===== src/rtl/pipe_ctrl_pkg.sv =====
// Shared encodings for the pipeline enable/flush sequencer: FSM states and
// bit positions of the enable and flush bundles.
package pipe_ctrl_pkg;

    typedef enum logic [1:0] {
        ST_INIT     = 2'd0,
        ST_RUN      = 2'd1,
        ST_LD_STALL = 2'd2,
        ST_MC_WAIT  = 2'd3
    } ctrl_state_e;

    localparam int REG_ZERO = 0;

    localparam int NUM_EN    = 5;
    localparam int EN_PC     = 0;
    localparam int EN_IF_ID  = 1;
    localparam int EN_ID_EX  = 2;
    localparam int EN_EX_MEM = 3;
    localparam int EN_MEM_WB = 4;

    localparam int NUM_FL    = 4;
    localparam int FL_IF_ID  = 0;
    localparam int FL_ID_EX  = 1;
    localparam int FL_EX_MEM = 2;
    localparam int FL_MEM_WB = 3;

    // Enable bundle with every register upstream of 'stage' frozen.
    function automatic logic [NUM_EN-1:0] hold_below(input int stage);
        logic [NUM_EN-1:0] m;
        for (int i = 0; i < NUM_EN; i++) begin
            m[i] = (i >= stage);
        end
        return m;
    endfunction

endpackage


===== src/rtl/pipe_hazard_cmp.sv =====
// Load-use comparator: a load in EX whose destination is read by the
// instruction currently in ID.
module pipe_hazard_cmp
    import pipe_ctrl_pkg::*;
#(
    parameter int REG_AW = 5
) (
    input  logic [REG_AW-1:0] id_rs_a,
    input  logic [REG_AW-1:0] id_rs_b,
    input  logic              id_uses_a,
    input  logic              id_uses_b,
    input  logic [REG_AW-1:0] ex_rd,
    input  logic              ex_mem_read,
    input  logic              ex_we,
    output logic              hazard
);

    logic rd_live;
    logic hit_a;
    logic hit_b;

    // Writes to register 0 are discarded, so they never create a dependency.
    assign rd_live = ex_mem_read & ex_we & (ex_rd != REG_AW'(REG_ZERO));
    assign hit_a   = id_uses_a & (id_rs_a == ex_rd);
    assign hit_b   = id_uses_b & (id_rs_b == ex_rd);
    assign hazard  = rd_live & (hit_a | hit_b);

endmodule


===== src/rtl/pipeline_stall_ctrl.sv =====
// Enable/flush sequencer for the 5-stage filter pipe: load-use bubbles,
// branch squash, multi-cycle op hold with timeout, data-memory wait.
module pipeline_stall_ctrl
    import pipe_ctrl_pkg::*;
#(
    parameter int REG_AW       = 5,
    parameter int LD_STALL_CYC = 1,
    parameter int MC_TIMEOUT   = 64,
    parameter int PERF_W       = 16
) (
    input  logic              clk,
    input  logic              rst_n,
    input  logic [REG_AW-1:0] i_ID_RsA,
    input  logic [REG_AW-1:0] i_ID_RsB,
    input  logic              i_ID_UsesA,
    input  logic              i_ID_UsesB,
    input  logic [REG_AW-1:0] i_EX_Rd,
    input  logic              i_EX_MemRead,
    input  logic              i_EX_WE,
    input  logic              i_EX_Branch,
    input  logic              i_EX_Multi,
    input  logic              i_MC_Done,
    input  logic              i_Mem_Req,
    input  logic              i_Mem_Ready,
    output logic              o_EN_PC,
    output logic              o_EN_IF_ID,
    output logic              o_EN_ID_EX,
    output logic              o_EN_EX_MEM,
    output logic              o_EN_MEM_WB,
    output logic              o_Flush_IF_ID,
    output logic              o_Flush_ID_EX,
    output logic              o_Flush_EX_MEM,
    output logic              o_Flush_MEM_WB,
    output logic [PERF_W-1:0] o_Stall_Cnt,
    output logic              o_MC_Timeout
);

    localparam int TMR_W = $clog2(MC_TIMEOUT + 1);
    localparam int LDC_W = (LD_STALL_CYC > 2) ? $clog2(LD_STALL_CYC) : 1;

    ctrl_state_e       state_reg, state_next;
    logic [TMR_W-1:0]  mc_tmr_reg, mc_tmr_next;
    logic [LDC_W-1:0]  ld_cnt_reg, ld_cnt_next;
    logic [PERF_W-1:0] stall_cnt_reg;
    logic              timeout_reg;
    logic              timeout_set;
    logic [NUM_EN-1:0] en_vec;
    logic [NUM_FL-1:0] fl_vec;
    logic              hazard;
    logic              mem_wait;

    pipe_hazard_cmp #(
        .REG_AW (REG_AW)
    ) u_hazard (
        .id_rs_a     (i_ID_RsA),
        .id_rs_b     (i_ID_RsB),
        .id_uses_a   (i_ID_UsesA),
        .id_uses_b   (i_ID_UsesB),
        .ex_rd       (i_EX_Rd),
        .ex_mem_read (i_EX_MemRead),
        .ex_we       (i_EX_WE),
        .hazard      (hazard)
    );

    assign mem_wait = i_Mem_Req & ~i_Mem_Ready;

    always_comb begin
        state_next  = state_reg;
        mc_tmr_next = mc_tmr_reg;
        ld_cnt_next = ld_cnt_reg;
        timeout_set = 1'b0;
        en_vec      = '1;
        fl_vec      = '0;

        if (state_reg == ST_INIT) begin
            fl_vec      = '1;
            mc_tmr_next = '0;
            ld_cnt_next = '0;
            state_next  = ST_RUN;
        end else if (mem_wait) begin
            // Whole pipe frozen; all sequencing state holds its value.
            en_vec = '0;
        end else begin
            case (state_reg)
                ST_RUN: begin
                    if (i_EX_Multi && !i_MC_Done) begin
                        en_vec            = hold_below(EN_EX_MEM);
                        fl_vec[FL_EX_MEM] = 1'b1;
                        mc_tmr_next       = TMR_W'(1);
                        state_next        = ST_MC_WAIT;
                    end else if (i_EX_Branch) begin
                        fl_vec[FL_IF_ID] = 1'b1;
                        fl_vec[FL_ID_EX] = 1'b1;
                    end else if (hazard) begin
                        en_vec           = hold_below(EN_ID_EX);
                        fl_vec[FL_ID_EX] = 1'b1;
                        if (LD_STALL_CYC > 1) begin
                            ld_cnt_next = LDC_W'(LD_STALL_CYC - 1);
                            state_next  = ST_LD_STALL;
                        end
                    end
                end
                ST_LD_STALL: begin
                    en_vec           = hold_below(EN_ID_EX);
                    fl_vec[FL_ID_EX] = 1'b1;
                    ld_cnt_next      = ld_cnt_reg - LDC_W'(1);
                    if (ld_cnt_reg == LDC_W'(1)) begin
                        state_next = ST_RUN;
                    end
                end
                ST_MC_WAIT: begin
                    if (i_MC_Done) begin
                        mc_tmr_next = '0;
                        state_next  = ST_RUN;
                    end else if (mc_tmr_reg == TMR_W'(MC_TIMEOUT)) begin
                        // Abort: drop the stuck op and the instruction behind it.
                        fl_vec[FL_EX_MEM] = 1'b1;
                        fl_vec[FL_ID_EX]  = 1'b1;
                        timeout_set       = 1'b1;
                        mc_tmr_next       = '0;
                        state_next        = ST_RUN;
                    end else begin
                        en_vec            = hold_below(EN_EX_MEM);
                        fl_vec[FL_EX_MEM] = 1'b1;
                        mc_tmr_next       = mc_tmr_reg + TMR_W'(1);
                    end
                end
                ST_INIT: begin
                    state_next = ST_RUN;
                end
            endcase
        end
    end

    always_ff @(posedge clk) begin
        if (!rst_n) begin
            state_reg     <= ST_INIT;
            mc_tmr_reg    <= '0;
            ld_cnt_reg    <= '0;
            stall_cnt_reg <= '0;
            timeout_reg   <= 1'b0;
        end else begin
            state_reg  <= state_next;
            mc_tmr_reg <= mc_tmr_next;
            ld_cnt_reg <= ld_cnt_next;
            if (!en_vec[EN_PC] && (stall_cnt_reg != {PERF_W{1'b1}})) begin
                stall_cnt_reg <= stall_cnt_reg + PERF_W'(1);
            end
            if (timeout_set) begin
                timeout_reg <= 1'b1;
            end
        end
    end

    assign o_EN_PC        = en_vec[EN_PC];
    assign o_EN_IF_ID     = en_vec[EN_IF_ID];
    assign o_EN_ID_EX     = en_vec[EN_ID_EX];
    assign o_EN_EX_MEM    = en_vec[EN_EX_MEM];
    assign o_EN_MEM_WB    = en_vec[EN_MEM_WB];
    assign o_Flush_IF_ID  = fl_vec[FL_IF_ID];
    assign o_Flush_ID_EX  = fl_vec[FL_ID_EX];
    assign o_Flush_EX_MEM = fl_vec[FL_EX_MEM];
    assign o_Flush_MEM_WB = fl_vec[FL_MEM_WB];
    assign o_Stall_Cnt    = stall_cnt_reg;
    assign o_MC_Timeout   = timeout_reg;

endmodule


===== config.mk =====
export PLATFORM = sky130hd
export DESIGN_NAME = pipeline_stall_ctrl
export DESIGN_NICKNAME = d
export VERILOG_FILES = /design/src/rtl/pipe_ctrl_pkg.sv /design/src/rtl/pipe_hazard_cmp.sv /design/src/rtl/pipeline_stall_ctrl.sv
export SDC_FILE = /design/constraint.sdc
export NUM_CORES = 1
export LEC_CHECK = 0
export BUFFER_PORTS_ARGS = -buffer_cell sky130_fd_sc_hd__buf_2
export CAP_MARGIN = 20
export CORE_MARGIN = 2
export CORE_UTILIZATION = 30
export DETAILED_ROUTE_END_ITERATION = 8
export HOLD_SLACK_MARGIN = 0.03
export PLACE_DENSITY = 0.54
export SKIP_CTS_REPAIR_TIMING = 1
export SKIP_LAST_GASP = 1
export SLEW_MARGIN = 25
export SYNTH_ARGS = -nofsm -noshare
export SYNTH_HDL_FRONTEND = slang
export SYNTH_SLANG_ARGS = --single-unit
export TNS_END_PERCENT = 10

===== constraint.sdc =====
create_clock -name clk -period 6.2 [get_ports clk]
set_input_delay 1.55 -clock clk [delete_from_list [all_inputs] [get_ports clk]]
set_output_delay 1.55 -clock clk [all_outputs]
set_load 0.05 [all_outputs]

* Yosys cells after proc, flatten, opt, wreduce, memory -nomap -nowiden
Index checks and enable logic that the tools add are counted.
Operators by class: add/sub/neg operators 3, eq/ne operators 14, mux-type cells 36, bitwise gates (word level) 10, reductions and logical operators 12
Operators by type and width (number):
- 7-bit 2-to-1 mux | 3
- 16-bit by 1-bit adder with 16-bit output (second input constant) | 1
- 2-bit 2-to-1 mux | 8
- 16-bit inequality test (second input constant) | 1
- 3-bit 2-to-1 mux | 5
- 7-bit case mux with 2 select lines | 1
- 1-bit 2-to-1 mux | 13
- 5-bit equality test | 2
- 5-bit 2-to-1 mux | 2
- 3-bit inequality test (second input constant) | 3
- 3-bit case mux with 3 select lines | 1
- 4-bit AND reduction | 2
- 7-bit by 1-bit adder with 7-bit output (second input constant) | 1
- 7-bit equality test (second input constant) | 1
- 1-bit AND | 6
- 2-bit case mux with 3 select lines | 1
- 5-bit nonzero test | 1
- 2-bit equality test (second input constant) | 2
- 2-bit inequality test (second input constant) | 2
- 4-bit inequality test (second input constant) | 1
- 1-bit inverter | 3
- 1-bit case mux with 3 select lines | 1
- 3-bit AND reduction | 1
- 2-bit by 1-bit equality test with 1-bit output (second input constant) | 1
- other kinds (10) | 12
Storage, ports and cells: bits in registers 27, input port bits 26, output and inout port bits 26, logic and storage cells 81

* Logic depth before layout (Yosys ltp)
Gate-level depths: netlist of the first run.
depth after elaboration 12, depth in mapped cells 9, mapped depth without buffers 9

* Hierarchy
Synthesis of the first run repeated with hierarchy kept, for this count alone.
Second synthesis, totals: cell total of the unflattened synthesis 213, area, all modules 1685.4 sq um
By module, submodules not included:
- pipeline_stall_ctrl | times used 1, cells each 196, area each 1550.2 sq um, sequential area each 540.5 sq um
- pipe_hazard_cmp | times used 1, cells each 17, area each 135.1 sq um, sequential area each 0.0 sq um

* Least setup slack after synthesis of the first run
Ideal clock, no wire load.
path kind input -> output, from input i_EX_Rd[1], to output o_EN_PC, data arrival time 3.174 ns, required time 4.650 ns, setup slack 1.476 ns, stages on the path 5, buffers on the path 1, path through or3_1 > o311a_1 > nand3_4 > and2_1 > buf_4
On the way: longest elaborated chain between the ends 10, elaborated cells on any way between the ends 14, classes of those cells eq/ne (2); mux (6); bitwise (5); reduce/logical (1)
Ends and longest elaborated chain:
- start, declared | RTL line pipeline_stall_ctrl.sv:17 | input logic [REG_AW-1:0] i_EX_Rd,
- 5-bit equality test (on tied branches) | RTL line pipe_hazard_cmp.sv:24, pipe_hazard_cmp.sv:25
- 1-bit AND (on tied branches) | RTL line pipe_hazard_cmp.sv:24, pipe_hazard_cmp.sv:25
- 1-bit bitwise OR | RTL line pipe_hazard_cmp.sv:26 | assign hazard = rd_live & (hit_a | hit_b);
- 1-bit AND (*) | RTL line pipe_hazard_cmp.sv:26
- 2-bit 2-to-1 mux (*) | RTL line pipeline_stall_ctrl.sv:94 | end else if (hazard) begin
- 2-bit 2-to-1 mux (*) | RTL line pipeline_stall_ctrl.sv:91 | end else if (i_EX_Branch) begin
- 3-bit 2-to-1 mux (*) | RTL line pipeline_stall_ctrl.sv:86 | if (i_EX_Multi && !i_MC_Done) begin
- 3-bit case mux with 3 select lines (*) | RTL line pipeline_stall_ctrl.sv:84 | case (state_reg)
- 5-bit 2-to-1 mux (*) | RTL line pipeline_stall_ctrl.sv:80 | end else if (mem_wait) begin
- 5-bit 2-to-1 mux (*) | RTL line pipeline_stall_ctrl.sv:75 | if (state_reg == ST_INIT) begin
- end, declared | RTL line pipeline_stall_ctrl.sv:25 | output logic o_EN_PC,
Every way passes the cells marked *; elsewhere a longest branch is shown, timed or not.

* Worst setup path after layout of the first run
Ends and elaborated chain as after synthesis.

==> flow_summary.json, run 1 <==
{
  "final_util_pct": 37.58,
  "wl_per_cell_um": 12.16,
  "setup_violations": 0,
  "largest_register_ffs": 16,
  "cts-root-buf": "clkbuf_8",
  "final_layout_size_suffix_gt1_share_pct": 27.06,
  "dp_hpwl_mm": 3.071,
  "diodes": 0,
  "rows": 27,
  "synth_area_per_cell_um2": 8.385,
  "hold_path.class": "register to register",
  "power_density_nw_per_um2": 173.8,
  "antenna_found_initial": 0,
  "power.internal_mw": 0.2481,
  "drt-total-wl_mm": 3.977,
  "grt_overflow_total": 0,
  "clock-skew-final_ns": 0.005307,
  "vias": 1587,
  "path_clk_slew_ns": 0.09,
  "ir_drop_uv": 71.94,
  "period_needed_ns": 4.556,
  "max_freq_ghz": 0.2195,
  "syn-cell-area_um2": 1744,
  "cts_num_sinks": 27,
  "gp_congestion": 0.8267,
  "p_comb_share_pct": 22.4,
  "cts.path.max_buffers": 2,
  "firstDrtPassIters": 4,
  "postRouteAntennaNets": 0,
  "slowest_stage": "or3_1",
  "post-route-period-util_pct": 73.48,
  "nets": 285,
  "grt_max_degree": 16,
  "criticalPathCategory": "primary input to output pin",
  "synthArstFlopShare_pct": 0,
  "path_cells": "buf_2 -> or3_1 -> o311a_1 -> nand3_4 -> and2_1 -> buf_2",
  "crit_required_ns": 4.65,
  "core_region_area_um2": 5574,
  "final_cell_mix": "51 x buf_2, 28 x nor2_1, 27 x dfxtp_1",
  "finalSetupTns_ns": 0,
  "synth_edf_count": 0,
  "grt_busiest_layer": "met2",
  "fillers": 576,
  "p_switching_mw": 0.1159,
  "drt-initial-drc-count": 56,
  "layout_commonest_cell": "buf_2",
  "clock_power_share_pct": 28.1,
  "yosysWarnings": 0,
  "synth-seq-cells": 27,
  "io_pins": 52,
  "cp.arrival_ns": 3.01,
  "stdcell_count": 327,
  "clk_latency_ns": 0.27,
  "grt_pass1_vias": 1432,
  "cp_num_buf_inv": 2,
  "htree_levels": 1,
  "use_met3_pct": 2.921,
  "rsz0062_at_grt": "false",
  "synthCells": 208,
  "timing.hold.ws_ns": 0.4968,
  "p_leak_nw": 0.8453,
  "hold_viol_final": 0,
  "die_w_um": 80.25,
  "synthToLayoutAreaGrowth_pct": 20.09,
  "switching_share_pct": 31.84,
  "finalMaxSlewViolations": 0,
  "max_stage_delay_ns": 0.36,
  "slew_headroom_pct": 49.39,
  "grt_use_met2_pct": 19.92,
  "cp_top_family": "simple AND/OR/NAND/NOR gates",
  "numCtsBuffers": 3,
  "cp_max_fo": 10,
  "yosysUniqueCellTypes": 44,
  "dieArea_um2": 6440,
  "syn-num-nets": 237,
  "placed_cells": 323,
  "maxCapViolations": 0,
  "portBuffers": 51,
  "status": "finished clean",
  "worstSetupStartpointType": "primary input",
  "die_y_um": 80.25,
  "viasPerCell": 4.853,
  "grt_usage_pct": 12.44,
  "tightest_slew_ns": 0.7527,
  "grt_first_pass_wirelength_mm": 6.458,
  "cts_tree": "done",
  "use_met1_pct": 16.41,
  "crit_path_frequent_cell": "buf_2",
  "synth-seq-area-share_pct": 30.99,
  "end_kind": "output pin",
  "drc": 0,
  "initial_utilization_pct": 31.29,
  "synth_flop_cell": "dfxtp_1",
  "p_seq_share_pct": 49.5
}
==> power groups by stage <==
stage	sequential [mW]	combinational (mW)	clock [mW]
after floorplan	0.186	0.0579	0
after global placement	0.184	0.0815	0
after detailed placement	0.184	0.0818	0
after CTS	0.180	0.0821	0.106
after global routing	0.181	0.0876	0.113
final	0.180	0.0814	0.102
==> synth_stat cells, types with 2 or more instances <==
cell type | count | area share [%]
nand2b_1 | 8 | 2.9
o21a_1 | 2 | 0.86
a21oi_1 | 8 | 2.3
dfxtp_1 | 27 | 31
o21ai_0 | 4 | 1.1
nor2_1 | 28 | 6.0
or3_1 | 2 | 0.72
ha_1 | 3 | 2.2
a211oi_1 | 4 | 1.7
and3_1 | 3 | 1.1
clkbuf_1 | 2 | 0.43
a2111oi_4 | 2 | 3.2
and2_1 | 5 | 1.8
buf_4 | 2 | 0.86
nor2_2 | 3 | 1.1
nand3_1 | 9 | 2.6
buf_2 | 3 | 0.86
and4_1 | 3 | 1.5
nand4_1 | 8 | 2.9
a31oi_1 | 2 | 0.72
xnor2_1 | 20 | 10
xor2_1 | 3 | 1.5
mux2i_1 | 8 | 4.6
inv_1 | 7 | 1.5
nand2_1 | 23 | 4.9
==> cell type report <==
type / count / area (um2) / share of cell area (%)
inverter: 7 / 26.28 / 1.254
multi-input combinational: 166 / 1136 / 54.24
sequential: 27 / 540.5 / 25.81
clock buffer: 3 / 41.29 / 1.971
clock inverter: 1 / 5.005 / 0.2389
tap: 72 / 90.09 / 4.301
timing repair buffer: 51 / 255.2 / 12.19
==> path summary, 6_finish.rpt <==
kind                     start  depth (start not counted)              to  slack (ns)
setup / recovery    i_EX_Rd[1]                          6         o_EN_PC        1.64
hold / removal    o_MC_Timeout                          1    o_MC_Timeout        0.50
setup reg to reg  state_reg[0]                          7  o_Stall_Cnt[8]        4.04
hold reg to reg   o_MC_Timeout                          1    o_MC_Timeout        0.50
==> metrics by stage <==
step	power, mW	setup WS [ns]	area (um2)
2_1_floorplan	0.2443	1.476	1744
4_1_cts	0.3686	1.628	2095
5_1_grt	0.3809	1.578	2095
3_3_place_gp	0.2655	1.630	2048
6_report	0.3640	1.644	2095
3_5_place_dp	0.2660	1.633	2048
==> per-layer routing <==
layer,up-vias,part of all wire (%)
li1,823,-
met2,48,42
met5,-,0
met1,714,51
met3,2,6.7
met4,0,0.85
==> kinds of logic after synthesis <==
group / count (synthesis) / synth area share, %
buffers and inverters: 15 / 3.873
AOI/OAI and AO/OA: 34 / 17.43
adders and majority gates: 3 / 2.152
and+or+nand+nor: 98 / 29.41
muxes: 8 / 4.591
DFF: 27 / 30.99
xor gates and xnor gates: 23 / 11.55
Power figures use the tool's default switching activity.
==> run 2, diff against run 1 <==
==> constraint.sdc (replaced) <==
create_clock -name clk -period 4.2 [get_ports clk]
set_input_delay 1.05 -clock clk [delete_from_list [all_inputs] [get_ports clk]]
set_output_delay 1.05 -clock clk [all_outputs]
set_load 0.05 [all_outputs]
==> flow_summary.json, run 2 (synthesis results as in run 1) <==
{
  "drc": 0,
  "final_util_pct": 37.58,
  "final_cell_mix": "51 x buf_2, 28 x nor2_1, 27 x dfxtp_1",
  "synthToLayoutAreaGrowth_pct": 20.09,
  "cp_max_fo": 10,
  "switching_share_pct": 31.96,
  "rsz0062_at_grt": "false",
  "setup_violations": 0,
  "cp_top_family": "simple AND/OR/NAND/NOR gates",
  "diodes": 0,
  "worstSetupStartpointType": "primary input",
  "rr_endpoint": "o_Stall_Cnt[8]",
  "power.internal_mw": 0.3664,
  "stdcell_count": 327,
  "worst-r2r-cell-count": 7,
  "vias": 1578,
  "slew_headroom_pct": 50.35,
  "postRouteAntennaNets": 0,
  "post-route-period-util_pct": 84.61,
  "dieArea_um2": 6440,
  "cts-root-buf": "clkbuf_8",
  "wl_per_cell_um": 11.99,
  "crit_required_ns": 3.15,
  "rows": 27,
  "final_layout_size_suffix_gt1_share_pct": 27.06,
  "drt-initial-drc-count": 57,
  "nets": 285,
  "firstDrtPassIters": 4,
  "cts.path.max_buffers": 2,
  "drt-total-wl_mm": 3.921,
  "cts_num_sinks": 27,
  "status": "finished clean",
  "cp.arrival_ns": 2.50,
  "grt_overflow_total": 0,
  "portBuffers": 51,
  "place_area_um2": 2048,
  "io_pins": 52,
  "die_w_um": 80.25,
  "p_seq_share_pct": 49.4,
  "fillers": 574,
  "cts_tree": "done",
  "clk_latency_ns": 0.28,
  "dp_hpwl_mm": 3.030,
  "viasPerCell": 4.826,
  "criticalPathCategory": "primary input to output pin",
  "min_path_cells": 2,
  "largest_register_ffs": 16,
  "grt_max_degree": 16,
  "path_cells": "buf_2 -> or3_1 -> o311a_1 -> nand3_4 -> and2_1 -> buf_2",
  "numCtsBuffers": 3,
  "clock-skew-final_ns": 0.01154,
  "max_stage_delay_ns": 0.37,
  "ir_drop_uv": 154.2,
  "max_freq_ghz": 0.2814,
  "placed_cells": 323,
  "rr_startpoint": "state_reg[0]",
  "crit_path_frequent_cell": "buf_2",
  "post-route-cell-area_um2": 2095,
  "p_leak_nw": 0.8453,
  "hold_viol_final": 0,
  "power_mw": 0.5384,
  "p_switching_mw": 0.1721,
  "min_from": "o_Stall_Cnt[5]",
  "initial_utilization_pct": 31.29,
  "rrSetupSlack_ns": 2.05,
  "layout_commonest_cell": "buf_2",
  "path_clk_slew_ns": 0.10,
  "gp_congestion": 0.8267,
  "finalMaxSlewViolations": 0,
  "power_density_nw_per_um2": 257.1,
  "hold_path.class": "register to register",
  "htree_levels": 1,
  "maxCapViolations": 0,
  "min_to": "o_Stall_Cnt[5]",
  "grt_usage_pct": 11.92,
  "slowest_stage": "or3_1",
  "tightest_slew_ns": 0.7384,
  "end_kind": "output pin",
  "cp_num_buf_inv": 2,
  "grt_pass1_vias": 1354,
  "core_region_area_um2": 5574,
  "grt_first_pass_wirelength_mm": 6.120,
  "p_comb_share_pct": 22.2,
  "die_y_um": 80.25,
  "antenna_found_initial": 0,
  "clock_power_share_pct": 28.4,
  "period_needed_ns": 3.554,
  "finalSetupTns_ns": 0
}
-- run 2: cell counts in the layout (fill, tap and decap cells not counted) --
No cell type changed its count.
-- run 2: worst max-delay path by stage --
stage	from	cells after the start	endpoint	slack [ns]
floorplan	i_EX_Rd[1]	5	o_EN_PC	0.48
global placement	i_EX_Rd[1]	6	o_EN_IF_ID	0.63
detailed placement	i_EX_Rd[1]	6	o_EN_PC	0.63
CTS	i_EX_Rd[1]	6	o_EN_PC	0.62
global route	i_EX_Rd[1]	6	o_EN_IF_ID	0.58
finish	i_EX_Rd[1]	6	o_EN_PC	0.65
-- run 2: cell type report --
cell class / count / area (um2) / share of cell area, %
Clock buffer: 3 / 41.29 / 1.971
Clock inverter: 1 / 5.005 / 0.2389
Inverter: 7 / 26.28 / 1.254
Multi-Input combinational cell: 166 / 1136 / 54.24
Sequential cell: 27 / 540.5 / 25.81
Tap cell: 72 / 90.09 / 4.301
Timing Repair Buffer: 51 / 255.2 / 12.19
-- run 2: stage by stage --
| stage | setup slack (ns) | hold WS [ns] |
|---|---|---|
| 6_report | 0.6462 | 0.4941 |
| 5_1_grt | 0.5789 | 0.5233 |
| 3_5_place_dp | 0.6288 | 0.4607 |
| 4_1_cts | 0.6239 | 0.4925 |
| 2_1_floorplan | 0.4759 | 0.4714 |
| 3_3_place_gp | 0.6284 | 0.4593 |
-- run 2: worst min-delay path, cell delays in order (launching register included) --
cell and delay, ns:
dfxtp_1 0.34, nand2_1 0.06, mux2i_1 0.05
-- run 2: power groups by stage --
stage / clock network [mW] / logic, mW / registers, mW
2_1_floorplan: 0 / 0.0854 / 0.275
3_3_place_gp: 0 / 0.120 / 0.272
3_5_place_dp: 0 / 0.121 / 0.272
4_1_cts: 0.158 / 0.121 / 0.266
5_1_grt: 0.167 / 0.128 / 0.267
6_report: 0.153 / 0.120 / 0.266
-- run 2: per-layer routing --
layer / part of all wire (%) / wire, um / track usage (%)
met4: 1.3 / 50 / 4.068
met5: 0 / 0 / 0
met1: 50 / 1978 / 16.19
met2: 42 / 1631 / 18.58
met3: 6.7 / 261 / 2.584
==> run 3, diff against run 2 <==
--- a/config.mk
+++ b/config.mk
@@ -5,6 +5,7 @@
 export SDC_FILE = /design/constraint.sdc
 export NUM_CORES = 1
 export LEC_CHECK = 0
+export ABC_AREA = 1
 export BUFFER_PORTS_ARGS = -buffer_cell sky130_fd_sc_hd__buf_2
 export CAP_MARGIN = 20
 export CORE_MARGIN = 2
==> constraint.sdc (replaced) <==
create_clock -name clk -period 3.7 [get_ports clk]
set_input_delay 0.925 -clock clk [delete_from_list [all_inputs] [get_ports clk]]
set_output_delay 0.925 -clock clk [all_outputs]
set_load 0.05 [all_outputs]
==> flow_summary.json, run 3 <==
{
  "clk_latency_ns": 0.28,
  "gp_congestion": 0.8240,
  "syn-num-nets": 324,
  "initial_utilization_pct": 31.42,
  "cts.path.max_buffers": 2,
  "dp_worst_setup_slack_ns": 0.7153,
  "slew_headroom_pct": 64.07,
  "rsz0062_at_grt": "false",
  "synthToLayoutAreaGrowth_pct": 17.65,
  "largest_register_ffs": 16,
  "firstDrtPassIters": 4,
  "hold_path.class": "register to register",
  "cp.arrival_ns": 2.05,
  "core_region_area_um2": 6026,
  "max_freq_ghz": 0.3362,
  "path_clk_slew_ns": 0.10,
  "antenna_found_initial": 0,
  "synthCells": 295,
  "cts-root-buf": "clkbuf_8",
  "end_kind": "output pin",
  "diodes": 0,
  "slowest_stage": "buf_2",
  "power.internal_mw": 0.4290,
  "yosysWarnings": 0,
  "p_comb_share_pct": 29.8,
  "synth-seq-area-share_pct": 28.55,
  "grt_first_pass_wirelength_mm": 7.955,
  "io_pins": 52,
  "criticalPathCategory": "primary input to output pin",
  "crit_required_ns": 2.77,
  "tightest_slew_ns": 0.5357,
  "seqCellArea_um2": 540.5,
  "status": "finished clean",
  "max_stage_delay_ns": 0.27,
  "grt_overflow_total": 0,
  "synth_flop_cell": "dfxtp_1",
  "power_density_nw_per_um2": 304.5,
  "drt-total-wl_mm": 4.473,
  "postRouteAntennaNets": 0,
  "synth-seq-cells": 27,
  "maxCapViolations": 0,
  "layout_commonest_cell": "nand2_1",
  "die_y_um": 83.44,
  "yosys-top-cells-count": "69 x nand2_1, 45 x inv_1, 30 x nand3_1, 30 x nor2_1, 27 x dfxtp_1",
  "cp_num_buf_inv": 3,
  "numCtsBuffers": 3,
  "cp_top_family": "buffers and inverters",
  "clock-skew-final_ns": 0.01110,
  "synth_area_per_cell_um2": 6.417,
  "switching_share_pct": 36.74,
  "p_leak_nw": 1.071,
  "p_seq_share_pct": 45.4,
  "dp_hpwl_mm": 3.546,
  "nets": 372,
  "cts_tree": "done",
  "final_layout_size_suffix_gt1_share_pct": 19.59,
  "post-route-period-util_pct": 80.38,
  "grt_max_degree": 20,
  "hold_viol_final": 0,
  "worstSetupStartpointType": "primary input",
  "viasPerCell": 4.564,
  "synth_area_leaders": "dfxtp_1 29%, nand2_1 14%, inv_1 8.9%, nand3_1 7.9%, a21oi_1 6.3%",
  "drc": 0,
  "grt_pass1_vias": 1781,
  "portBuffers": 51,
  "yosys.area.top_type_share_pct": 28.55,
  "fillers": 686,
  "setup_violations": 0,
  "syn-cell-area_um2": 1893,
  "finalSetupTns_ns": 0,
  "cts_num_sinks": 27,
  "period_needed_ns": 2.974,
  "final_cell_mix": "69 x nand2_1, 51 x buf_2, 45 x inv_1",
  "yosysTopAreaCell": "dfxtp_1",
  "p_switching_mw": 0.2492,
  "synth_edf_count": 0,
  "vias": 1903,
  "rows": 28,
  "die_w_um": 83.44,
  "fin_ws_ns": 0.7258,
  "yosysUniqueCellTypes": 34,
  "htree_levels": 1,
  "yosysMostFrequentCell": "nand2_1",
  "grt_usage_pct": 13.29,
  "wl_per_cell_um": 10.73,
  "drt-initial-drc-count": 54,
  "clock_power_share_pct": 24.8,
  "synthArstFlopShare_pct": 0,
  "dieArea_um2": 6961,
  "finalMaxSlewViolations": 0,
  "ir_drop_uv": 137.2,
  "multiInputGateArea_um2": 1105,
  "path_cells": "buf_2 -> inv_1 -> nand2_1 -> nand2_1 -> nor2_1 -> nand3_1 -> a21oi_1 -> o21ai_0 -> a21oi_1 -> buf_2",
  "cp_max_fo": 4
}
run 3: cell types whose count changed in the layout (fill, tap and decap cells not counted), moves of 7 or more:
cell	before	now
inv_1	7	45
mux2i_1	8	0
nand2b_1	8	0
a21oi_1	8	24
nand3_1	9	30
xnor2_1	20	4
nor3_1	0	11
xor2_1	3	10
nand2_1	23	69
run 3: worst reg2reg max path: cells and delay by family (launching register included):
kind / cells / cell delay (ns)
flip-flops: 1 / 0.45
AND/OR/NAND/NOR: 6 / 1.16
AO/OA/AOI/OAI: 1 / 0.12
adder cells (fa/ha/maj): 1 / 0.27
run 3: area by class of cell:
cell class                      instances  share of cell area, %
Multi-Input combinational cell        211                  49.61
Sequential cell                        27                  24.27
Timing Repair Buffer                   52                  11.80
Inverter                               48                  8.090
Tap cell                               75                  4.213
Clock buffer                            4                  2.022
run 3: worst paths after layout:
| kind | startpoint | endpoint | slack (ns) | cells after the start |
|---|---|---|---|---|
| setup reg to reg | o_Stall_Cnt[0] | o_Stall_Cnt[11] | 1.62 | 8 |
| hold reg to reg | o_MC_Timeout | o_MC_Timeout | 0.46 | 2 |
| hold / removal | o_MC_Timeout | o_MC_Timeout | 0.46 | 2 |
| setup / recovery | i_EX_Rd[3] | o_Flush_ID_EX | 0.73 | 10 |
run 3: kinds of logic (layout without fill, tap and decap cells):
logic type / count (synthesis) / count (layout) / synth area share [%]
AO/OA/AOI/OAI: 36 / 36 / 10.44
XOR/XNOR: 14 / 14 / 6.477
flip-flops: 27 / 27 / 28.55
buffers and inverters: 57 / 104 / 13.09
adder cells (fa/ha/maj): 3 / 3 / 1.983
AND/OR/NAND/NOR: 158 / 158 / 39.46
run 3: routing by layer:
metal / GRT usage (%) / up-vias / part of all wire, %
met1: 16.44 / 845 / 47
met2: 23.90 / 21 / 49
met4: 2.199 / 0 / 0.42
met5: 0 / - / 0
li1: - / 1035 / -
met3: 2.982 / 2 / 3.5
run 3: power groups by stage:
stage / registers, mW / clock network (mW) / logic, mW
floorplan: 0.326 / 0 / 0.150
global placement: 0.315 / 0 / 0.204
detailed placement: 0.315 / 0 / 0.205
CTS: 0.308 / 0.182 / 0.205
global route: 0.310 / 0.190 / 0.224
finish: 0.308 / 0.168 / 0.202
run 3: through the flow:
stage	instance area [um2]	hold WS, ns	power (mW)	util (%)	cells
2_1_floorplan	1893	0.4796	0.4755	-	295
3_3_place_gp	2182	0.4343	0.5189	36.21	413
3_5_place_dp	2182	0.4541	0.5192	36.21	413
4_1_cts	2227	0.4701	0.6949	36.96	417
5_1_grt	2227	0.4855	0.7239	36.96	417
6_report	2227	0.4572	0.6782	36.96	417
